## config.mk

```make
export PLATFORM = sky130hd
export DESIGN_NAME = startup_sequencer
export DESIGN_NICKNAME = d
export VERILOG_FILES = /design/src/rtl/startup_sequencer.sv
export SDC_FILE = /design/constraint.sdc
export NUM_CORES = 1
export LEC_CHECK = 0
export BUFFER_PORTS_ARGS = -buffer_cell sky130_fd_sc_hd__buf_2
export CAP_MARGIN = 0
export CORE_MARGIN = 2
export CORE_UTILIZATION = 50
export DETAILED_ROUTE_END_ITERATION = 8
export PLACE_DENSITY = 0.72
export REMOVE_ABC_BUFFERS = 1
export SLEW_MARGIN = 5
export SYNTH_ARGS = -nofsm -noshare
export SYNTH_HDL_FRONTEND = slang
export SYNTH_SLANG_ARGS = --single-unit
```

## constraint.sdc

```tcl
create_clock -name clock -period 3.5 [get_ports clock]
set_input_delay 0.7 -clock clock [delete_from_list [all_inputs] [get_ports clock]]
set_output_delay 0.7 -clock clock [all_outputs]
set_load 0.01 [all_outputs]
```

## src/rtl/startup_sequencer.sv

```systemverilog
// Power-on sequencer: after a filtered PLL lock, releases NUM_STAGES ready bits in order,
// each after its own delay. Define STARTUP_RELOCK_EN to rerun the sequence on lock loss in DONE.
module startup_sequencer #(
   parameter int unsigned                         NUM_STAGES  = 3,
   parameter int unsigned                         DELAY_WIDTH = 32,
   parameter logic [NUM_STAGES*DELAY_WIDTH-1:0]   STAGE_DELAY = {32'd1000, 32'd100000, 32'd5040000},
   parameter int unsigned                         LOCK_FILTER = 16
) (
   input  logic                                 clock,
   input  logic                                 reset,
   input  logic                                 locked,
   output logic [NUM_STAGES-1:0]                ready,
   output logic                                 all_ready,
   output logic [$clog2(NUM_STAGES+1)-1:0]      stage,
   output logic                                 restart_pulse
);

   localparam int unsigned SW = $clog2(NUM_STAGES + 1);
   localparam int unsigned FW = $clog2(LOCK_FILTER + 1);

   typedef enum logic [1:0] {StWaitLock, StFilter, StSeq, StDone} state_e;

   state_e                  state_q, state_d;
   logic [FW-1:0]           filt_q, filt_d;
   logic [DELAY_WIDTH-1:0]  cnt_q, cnt_d;
   logic [SW-1:0]           stage_q, stage_d;
   logic [NUM_STAGES-1:0]   ready_q, ready_d;
   logic                    restart_q, restart_d;

   // A zero delay field still costs one cycle.
   logic [DELAY_WIDTH-1:0]  eff_delay [NUM_STAGES];
   for (genvar k = 0; k < NUM_STAGES; k++) begin : g_delay
      assign eff_delay[k] = (STAGE_DELAY[k*DELAY_WIDTH +: DELAY_WIDTH] == '0) ?
                            DELAY_WIDTH'(1) : STAGE_DELAY[k*DELAY_WIDTH +: DELAY_WIDTH];
   end

   logic [DELAY_WIDTH-1:0]  cur_delay;
   logic [NUM_STAGES-1:0]   cur_bit;
   always_comb begin
      cur_delay = eff_delay[0];
      cur_bit   = '0;
      for (int unsigned k = 0; k < NUM_STAGES; k++) begin
         if (stage_q == SW'(k)) begin
            cur_delay  = eff_delay[k];
            cur_bit[k] = 1'b1;
         end
      end
   end

   // Compare at DELAY_WIDTH+1 bits so an all-ones delay field is reachable without wrap.
   logic [DELAY_WIDTH:0]    cnt_plus;
   logic [DELAY_WIDTH-1:0]  cnt_sat;
   logic                    release_now;
   logic                    last_stage;
   assign cnt_plus    = {1'b0, cnt_q} + (DELAY_WIDTH+1)'(1);
   assign cnt_sat     = cnt_plus[DELAY_WIDTH] ? cnt_q : cnt_plus[DELAY_WIDTH-1:0];
   assign release_now = (cnt_plus == {1'b0, cur_delay});
   assign last_stage  = (stage_q == SW'(NUM_STAGES - 1));

   always_ff @(posedge clock or negedge reset) begin
      if (!reset) begin
         state_q   <= StWaitLock;
         filt_q    <= '0;
         cnt_q     <= '0;
         stage_q   <= '0;
         ready_q   <= '0;
         restart_q <= 1'b0;
      end else begin
         state_q   <= state_d;
         filt_q    <= filt_d;
         cnt_q     <= cnt_d;
         stage_q   <= stage_d;
         ready_q   <= ready_d;
         restart_q <= restart_d;
      end
   end

   always_comb begin
      state_d   = state_q;
      filt_d    = filt_q;
      cnt_d     = cnt_q;
      stage_d   = stage_q;
      ready_d   = ready_q;
      restart_d = 1'b0;
      unique case (state_q)
         StWaitLock: begin
            filt_d = '0;
            if (locked) begin
               state_d = StFilter;
               filt_d  = FW'(1);
            end
         end
         StFilter: begin
            if (!locked) begin
               state_d = StWaitLock;
               filt_d  = '0;
            end else if (filt_q >= FW'(LOCK_FILTER)) begin
               state_d = StSeq;
               filt_d  = '0;
               cnt_d   = '0;
               stage_d = '0;
            end else begin
               filt_d = filt_q + FW'(1);
            end
         end
         StSeq: begin
            if (!locked) begin
               // Lock loss beats a same-edge stage release.
               state_d   = StWaitLock;
               filt_d    = '0;
               cnt_d     = '0;
               stage_d   = '0;
               ready_d   = '0;
               restart_d = 1'b1;
            end else if (release_now) begin
               ready_d = ready_q | cur_bit;
               stage_d = stage_q + SW'(1);
               cnt_d   = '0;
               if (last_stage) begin
                  state_d = StDone;
               end
            end else begin
               cnt_d = cnt_sat;
            end
         end
         StDone: begin
`ifdef STARTUP_RELOCK_EN
            if (!locked) begin
               state_d   = StWaitLock;
               filt_d    = '0;
               cnt_d     = '0;
               stage_d   = '0;
               ready_d   = '0;
               restart_d = 1'b1;
            end
`else
            state_d = StDone;
`endif
         end
         default: state_d = StWaitLock;
      endcase
   end

   always_comb begin
      ready         = ready_q;
      all_ready     = ready_q[NUM_STAGES-1];
      stage         = stage_q;
      restart_pulse = restart_q;
   end

endmodule

```

After elaboration in Yosys (flattened, before gate mapping):

Index checks and enable logic that the tools add are counted.

* flip-flop bits (word level): 45
* input bits: 3
* output and inout bits: 7
* logic and storage cells: 67

* $add $sub $neg: 3
* order comparisons: 1
* equality and inequality tests: 15
* mux-type cells: 32
* bitwise logic cells: 1
* reduce and logical (&&, ||, !) cells: 9

Operator list (count)
* 2-to-1 mux 32 bit: 6
* case mux 32 bit (2 select lines): 1
* adder 32 x 1 -> 33 bit, second input constant: 1
* equality test 33 x 32 -> 1 bit: 1
* 2-to-1 mux 23 bit: 1
* 2-to-1 mux 2 bit: 10
* 2-to-1 mux 5 bit: 3
* case mux 5 bit (3 select lines): 1
* AND reduction 4 bit: 3
* != test 3 bit, second input constant: 3
* != test 2 bit, second input constant: 4
* case mux 2 bit (4 select lines): 1
* equality test 2 bit, second input constant: 3
* 2-to-1 mux 1 bit: 6
* 2-to-1 mux 3 bit: 2
* adder 5 x 1 -> 5 bit, second input constant: 1
* greater-or-equal comparator 5 bit, second input constant: 1
* equality test 2 x 1 -> 1 bit, second input constant: 2
* zero test 2 bit: 2
* != test 4 bit, second input constant: 1
* case mux 2 bit (2 select lines): 1
* AND reduction 2 bit: 2
* OR 3 bit: 1
* nonzero test 3 bit: 1
* 3 further kinds: 3

Logic depth before layout (Yosys ltp):

Gate-level depths: netlist of run 1.

* depth in word-level cells: 7
* gate-level depth with buffers: 11

Least setup slack after synthesis of run 1:

No wires, ideal clock.

* kind: reg-to-reg
* start point: reg cnt_q[0]
* end point: reg cnt_q[18]
* library setup time: 0.126 ns
* arrival: 2.691 ns
* required time: 3.374 ns
* setup slack: 0.683 ns
* stages on the path, launching flop included: 12
* clock period less this slack: 2.817 ns
* path through: dfrtp_1 > ha_1 > nand3_1 > buf_2 > nor3_1 > nand4_1 > mux2i_1 > a211oi_1 > o2111ai_4 > buf_6 > a32oi_1 > o21ai_1

* cells in the longest elaborated chain, start to end: 5

RTL lines
* from (decl): line 25 `logic [DELAY_WIDTH-1:0] cnt_q, cnt_d;`
* from (signal assigned): line 71 `cnt_q <= cnt_d;`
* adder 32 x 1 -> 33 bit *: line 55 `assign cnt_plus = {1'b0, cnt_q} + (DELAY_WIDTH+1)'(1);`
* equality test 33 x 32 -> 1 bit or 2-to-1 mux 32 bit (tied branches): line 57, 56
* 2-to-1 mux 32 bit: line 115 `end else if (release_now) begin`
* 2-to-1 mux 32 bit: line 107 `if (!locked) begin`
* case mux 32 bit (2 select lines): line 85 `unique case (state_q)`

Every way passes the cells marked *; elsewhere a longest branch is shown, timed or not. The select of a mux whose other input is x is not followed.
A chain may end at the register's enable or synchronous reset.

Worst setup path in the final report of run 1:

* start point: reg cnt_q[0]
* end point: reg cnt_q[3]

The elaborated chain is that of the path after synthesis.

==> reports/qor.txt, run 1 <==
status: completed
met3 Use GR: 0.0392
PwrDens: 395 nW/um^2
synth top area cells: dfrtp_1 32%, nand2_1 6.5%, ha_1 4.6%
Sw Share: 0.394
initial antenna violation count: 0
Slew Viols, Final: 0
DP HPWL: 7480 um
Std-Cell Rows: 30
Final Hold Viols: 0
Setup crit end kind: flip-flop
initial core utilization: 0.521
WS Path Type: flip-flop to flip-flop
Hold Buf Count CTS: 0
Worst Tran Pin Value: 1030 ps
H-tree levels: 2
post-CTS setup repair buffer count: 0
worst-skew pair later-pin latency: 300 ps
Final #Nets: 451
worst vdd ir: 387 uV
fraction of layout cells with a size suffix above 1: 0.101
cell depth of the worst flop-to-flop path: 10
main flop type after synthesis: dfrtp_1
RSZ-0062 raised after global routing: no
largest net degree at the start of global routing: 46
DR pass1 iterations: 7
routed length per instance: 18.9 um
worst slack at placement: 270 ps
Die H: 88.4 um
vias in the first global route: 3089
Core Region: 6830 um^2
Detailed Route WL: 10100 um
IO Count: 10
internal power: 898 uW
first-pass GRT wire length: 16300 um
Clock transition at path regs: 90 ps
Buffers on Ports: 9
Worst EP arrival: 3430 ps
Top Usage Layer GRT: met2
asr flop ratio synth: 1.00
Final WS setup: 257 ps
sequential share of power: 0.394
Max Freq: 308 MHz
register area share after synthesis: 0.316
part of the power in the clock network: 0.240
number of synthesized register bits: 45
ant diodes: 0
Hold WC Path Type: flip-flop to flip-flop
Final Setup Violations: 0
post-cts resize count: 0
DRT iter0 DRCs: 315
leading area contributor after synthesis: dfrtp_1
root buffer cell: clkbuf_8
NetSw: 584 uW
via-per-instance ratio: 6.52
CTS max path bufs: 2
Final TNS setup: 0 ps
via count: 3467
Slew headroom: 0.314
DR DRC count: 0
Critical Path Fanout Max: 12
CTS buffer count: 5
total of max-cap violations: 0
Tmin final: 3240 ps
Unique masters post-synth: 66
M1 GR Usage: 0.382
GRT Resource Usage Total: 0.269
die area: 7810 um^2
Static Leak: 0.00149 uW
cells after synthesis: 442
GP Congestion: 0.982
Post-Syn Area: 3560 um^2
GRT met2 Usage: 0.436
CTS Sinks: 45
Hold Path Depth: 1
area growth from synthesis to layout: 5.31%
number of synthesized flops with an enable pin: 0
CP Data Required Time: 3680 ps
share of the synthesized area in the top cell type: 0.316
Die Span X: 88.4 um
startpoint types: flip-flop
Logic pwr share: 0.365
Mapped Avg Cell Area: 8.05 um^2
final period utilization: 0.927
Ys Warns: 0
CTS tree: built
DRT antenna net count: 0
Remaining Overflow, GRT: 0
Finished Core Util: 0.549
final setup skew: 8.53 ps
==> worst paths after layout <==
check / to / from / slack, ps
max in group asynchronous: cnt_q[6]$_DFFE_PN0P_ / reset / 2290
min in group asynchronous: cnt_q[15]$_DFFE_PN0P_ / reset / 570
worst max register to register: cnt_q[3]$_DFFE_PN0P_ / cnt_q[0]$_DFFE_PN0P_ / 260
worst min register to register: ready[1]$_DFFE_PN0P_ / ready[1]$_DFFE_PN0P_ / 500
worst min-delay path: ready[1]$_DFFE_PN0P_ / ready[1]$_DFFE_PN0P_ / 500
worst max-delay path: cnt_q[3]$_DFFE_PN0P_ / cnt_q[0]$_DFFE_PN0P_ / 260
==> metal layers <==
metal  up-vias  part of all wire
li1       1620                 -
met1      1698              0.45
met2       135              0.49
met3        14             0.053
met4         0             0.010
met5         -                 0
==> synth_stat cells (9+ instances only) <==
| cell type | instances |
|---|---|
| ha_1 | 13 |
| nand3_1 | 27 |
| clkbuf_1 | 15 |
| buf_2 | 11 |
| a21oi_1 | 12 |
| inv_1 | 25 |
| nand2_1 | 62 |
| and3_1 | 11 |
| o31ai_1 | 9 |
| a31oi_1 | 11 |
| nor4_1 | 11 |
| nand4_1 | 23 |
| o21ai_0 | 21 |
| dfrtp_1 | 45 |
| o22ai_1 | 11 |
| nor3_1 | 11 |
| nor2_1 | 21 |
==> sequential cells by signal, indices dropped and copies added (netlist names) <==
name	count
cnt_q	32
filt_q	5
ready	3
stage	2
state_q	2
restart_pulse	1
==> metrics by stage <==
| stage | total power [uW] | hold slack (ps) | cells | cell area, um^2 |
|---|---|---|---|---|
| floorplan | 947 | 404 | 406 | 3380 |
| global placement | 1120 | 469 | 524 | 3640 |
| detailed placement | 1130 | 477 | 524 | 3640 |
| CTS | 1490 | 500 | 532 | 3740 |
| global route | 1580 | 514 | 532 | 3750 |
| finish | 1480 | 497 | 532 | 3750 |
==> power by group through the flow <==
stage | registers (uW) | logic (uW) | clock network [uW]
6_report | 584 | 541 | 356
5_1_grt | 589 | 598 | 397
3_3_place_gp | 591 | 530 | 0
4_1_cts | 584 | 538 | 366
2_1_floorplan | 590 | 357 | 0
3_5_place_dp | 594 | 537 | 0
==> area by class of cell <==
type | instances | area (um^2)
clock buffer | 6 | 82.6
clock inverter | 2 | 17.5
fill | 659 | 3080
inverter | 25 | 93.8
multi-input combinational | 336 | 2160
sequential | 45 | 1130
tap | 96 | 120
timing repair buffer | 22 | 143
==> worst max-delay path: stages, from the launching register on <==
cell and delay [ps]:
dfrtp_1 440, ha_1 240, and3_1 310, nand3_1 260, o41ai_1 430, nand4_1 190, a2111oi_4 420, o2111ai_4 270
buf_4 280, a31oi_1 190, o22ai_1 100
==> placed cells by master, fill, tap and decap left out, types with 3 or more instances in the layout <==
master	synthesis	layout
dfrtp_1	45	45
nor3_1	11	11
and3_1	11	11
nand2_1	62	62
buf_4	2	13
a31oi_1	11	11
mux2i_1	3	3
o211ai_1	4	4
o22ai_1	11	11
a21oi_1	12	12
o31ai_1	9	9
nor2_1	21	21
or4_1	8	8
ha_1	13	13
a211o_1	3	3
buf_2	11	9
o21a_1	4	4
nand3_1	27	27
clkbuf_8	0	6
xor2_1	6	6
o21ai_0	21	21
xnor2_1	4	4
inv_1	25	25
and4_1	8	8
nand4_1	23	23
and2_1	5	5
nor4_1	11	11
==> kinds of logic (layout without fill, tap and decap cells) <==
| kind of cell | after synthesis | count (layout) | share of synthesized area |
|---|---|---|---|
| AND/OR/NAND/NOR | 204 | 204 | 0.312 |
| AO/OA/AOI/OAI | 105 | 105 | 0.212 |
| buffers and inverters | 61 | 55 | 0.0777 |
| flip-flops | 45 | 45 | 0.316 |
| adder cells (fa/ha/maj) | 13 | 13 | 0.0457 |
| XOR/XNOR | 10 | 10 | 0.0246 |
| multiplexers | 4 | 4 | 0.0116 |
Note: power is estimated with default switching activity, not from simulation.
==> run 2, diff against run 1 <==
Settings changed: CORE_MARGIN 2 to 3, PLACE_DENSITY 0.72 to 0.75.
Clock period 3.5 ns to 2.7 ns, I/O delays scaled along.
==> run 2 against run 1 <==
Compared with the run above:
- the run now ends with negative setup slack left
- via count grew 22%
- fmax grew 15%
- routed wire length grew 29%
- sequential share of layout area shrank 7.4 points
- hold slack lost 370 ps
- non-clock buffer count grew 112
- critical path depth grew 2
- clock skew grew 0.95 ps
- first-iteration DRC count grew 68%
- critical endpoint is now cnt_q[17]$_DFFE_PN0P_
==> reports/qor.txt, run 2 (synthesis results as in run 1) <==
Die H: 90.4 um (+2.3%)
DP Area: 4400 um^2 (+21%)
Final Hold Viols: 0 (unchanged)
area of the multi-input gates: 2480 um^2 (+15%)
Hold Buf Count CTS: 0 (unchanged)
routed length per instance: 20.0 um (+6.1%)
Static Leak: 0.00218 uW (+47%)
CTS max path bufs: 2 (unchanged)
Slew Viols, Final: 0 (unchanged)
most flop-heavy register: cnt_q
H-tree levels: 2 (unchanged)
Hold WC Path Type: primary input to asynchronous set/reset pin
ant diodes: 0 (unchanged)
Clock transition at path regs: 100 ps (about the same)
WS Path Type: flip-flop to flip-flop
initial core utilization: 0.521 (unchanged)
Buffers on Ports: 9 (unchanged)
critical-path cell list: ha_4 -> nand3_4 -> nor4_4 -> buf_4 -> nand4_1 -> xor2_1 -> and4_4 -> o2111ai_4 -> buf_12 -> nand2_1 -> buf_6 -> o211ai_1
Tmin final: 2830 ps (-414 ps)
worst slack at placement: -183 ps (-454 ps)
Slew headroom: 0.713 (+0.399)
DRT antenna net count: 0 (unchanged)
largest net degree at the start of global routing: 38 (-17%)
initial antenna violation count: 0 (unchanged)
final setup skew: 9.48 ps (+0.947 ps)
Setup crit end kind: flip-flop
die area: 8160 um^2 (+4.6%)
DRT iter0 DRCs: 529 (+68%)
first-pass GRT wire length: 19900 um (+22%)
Placed Cells: 620 (+18%)
fraction of layout cells with a size suffix above 1: 0.375 (+0.274)
total of max-cap violations: 0 (unchanged)
Detailed Route WL: 12900 um (+29%)
Final #Nets: 564 (+25%)
via count: 4230 (+22%)
DR pass1 iterations: 6 (-1)
Remaining Overflow, GRT: 0 (unchanged)
Max Freq: 353 MHz (+15%)
worst vdd ir: 635 uV (+64%)
root buffer cell: clkbuf_8
Die Span X: 90.4 um (+2.3%)
Core Region: 6830 um^2 (unchanged)
status: complete, but fails checks
DP HPWL: 8400 um (+12%)
GRT Resource Usage Total: 0.299 (+0.0302)
via-per-instance ratio: 6.56 (+0.63%)
CP max stage delay: 430 ps (about the same)
flip-flop and latch area: 1130 um^2 (+0.78%)
GP Congestion: 1.07 (+8.8%)
Std-Cell Rows: 30 (unchanged)
Worst Tran Pin Value: 427 ps (-602 ps)
PwrDens: 445 nW/um^2 (+12%)
CTS buffer count: 5 (unchanged)
most frequent cells in the layout: 108 x buf_4, 62 x nand2_1, 38 x dfrtp_1, 25 x inv_1, 25 x nand3_1
vias in the first global route: 3946 (+28%)
design area: 5020 um^2 (+34%)
worst-skew pair later-pin latency: 320 ps (+20 ps)
Finished Layout Cells: 645 (+21%)
startpoint types: flip-flop
final period utilization: 1.05 (+0.121)
commonest non-fill, non-tap cell in the layout: buf_4
Final TNS setup: -2650 ps (-2650 ps)
DR DRC count: 0 (unchanged)
max reg flops: 32 (unchanged)
CP Data Required Time: 2900 ps (-780 ps)
Power, Total: 2230 uW (+51%)
IO Count: 10 (unchanged)
Final Setup Violations: 28 (+28)
RSZ-0062 raised after global routing: yes
area growth from synthesis to layout: 41.0%
Critical Path Fanout Max: 5 (-7)
fillcell total: 458 (-31%)
Final WS setup: -129 ps (-386 ps)
CTS tree: built
Worst EP arrival: 3030 ps (-400 ps)
failing checks: negative setup slack
CP max-delay cell: dfrtp_2
CTS Sinks: 45 (unchanged)
## run 2: cell count changes in the layout (fill, tap and decap cells not counted), sizes merged
| cell | delta |
|---|---|
| inv | -1 |
| bufinv | +1 |
| buf | +112 |
| nand3 | +1 |
## run 2: final timing paths
path	startpoint	to	slack [ps]	cells after the start
max in group asynchronous	reset	cnt_q[4]$_DFFE_PN0P_	1960	2
min in group clock	ready[0]$_DFFE_PN0P_	ready[0]$_DFFE_PN0P_	490	1
worst min-delay path	reset	cnt_q[21]$_DFFE_PN0P_	130	1
worst max register to register	cnt_q[1]$_DFFE_PN0P_	cnt_q[17]$_DFFE_PN0P_	-130	12
worst min register to register	ready[0]$_DFFE_PN0P_	ready[0]$_DFFE_PN0P_	490	1
worst max-delay path	cnt_q[1]$_DFFE_PN0P_	cnt_q[17]$_DFFE_PN0P_	-130	12
## run 2: worst max-delay path: cells and delay by family (launching register included)
kind | cells | cell delay [ps]
AO/OA/AOI/OAI | 2 | 290
XOR/XNOR | 1 | 330
adder cells (fa/ha/maj) | 1 | 180
buffers and inverters | 3 | 520
flip-flops | 1 | 430
AND/OR/NAND/NOR | 5 | 970
## run 2: area by class of cell
class / instances / area share
clock buffers: 6 / 0.0145
flip-flops and latches: 45 / 0.226
clock inverters: 2 / 0.00773
inverters: 25 / 0.0187
multi-input cells: 337 / 0.494
well taps: 96 / 0.0239
repair buffers: 134 / 0.215
## run 2: where the power goes
group	total, uW	switching [uW]	internal (uW)	leakage, uW
Combinational	933	557	376	0.00152
Clock	542	264	279	0.0000554
Sequential	756	43.2	713	0.000612
## run 2: repair_timing
action | 4_1_cts | 5_1_grt
cloned | 0 | 1
pin swaps | 26 | 21
endpoints found under the setup margin | 32 | 32
resized for setup | 50 | 32
setup buffers | 10 | 8
## run 2: through the flow
stage               hold slack, ps  utilization
floorplan                      244            -
global placement               468        0.644
detailed placement             475        0.644
CTS                            143        0.703
global route                   156        0.735
finish                         128        0.735
## run 2: routing by layer
layer | global-route usage | vias up | wire, um
li1 | - | 1855 | -
met1 | 0.383 | 2016 | 5210
met2 | 0.478 | 282 | 5990
met3 | 0.0667 | 77 | 1070
met4 | 0.147 | 0 | 664
met5 | 0 | - | 0
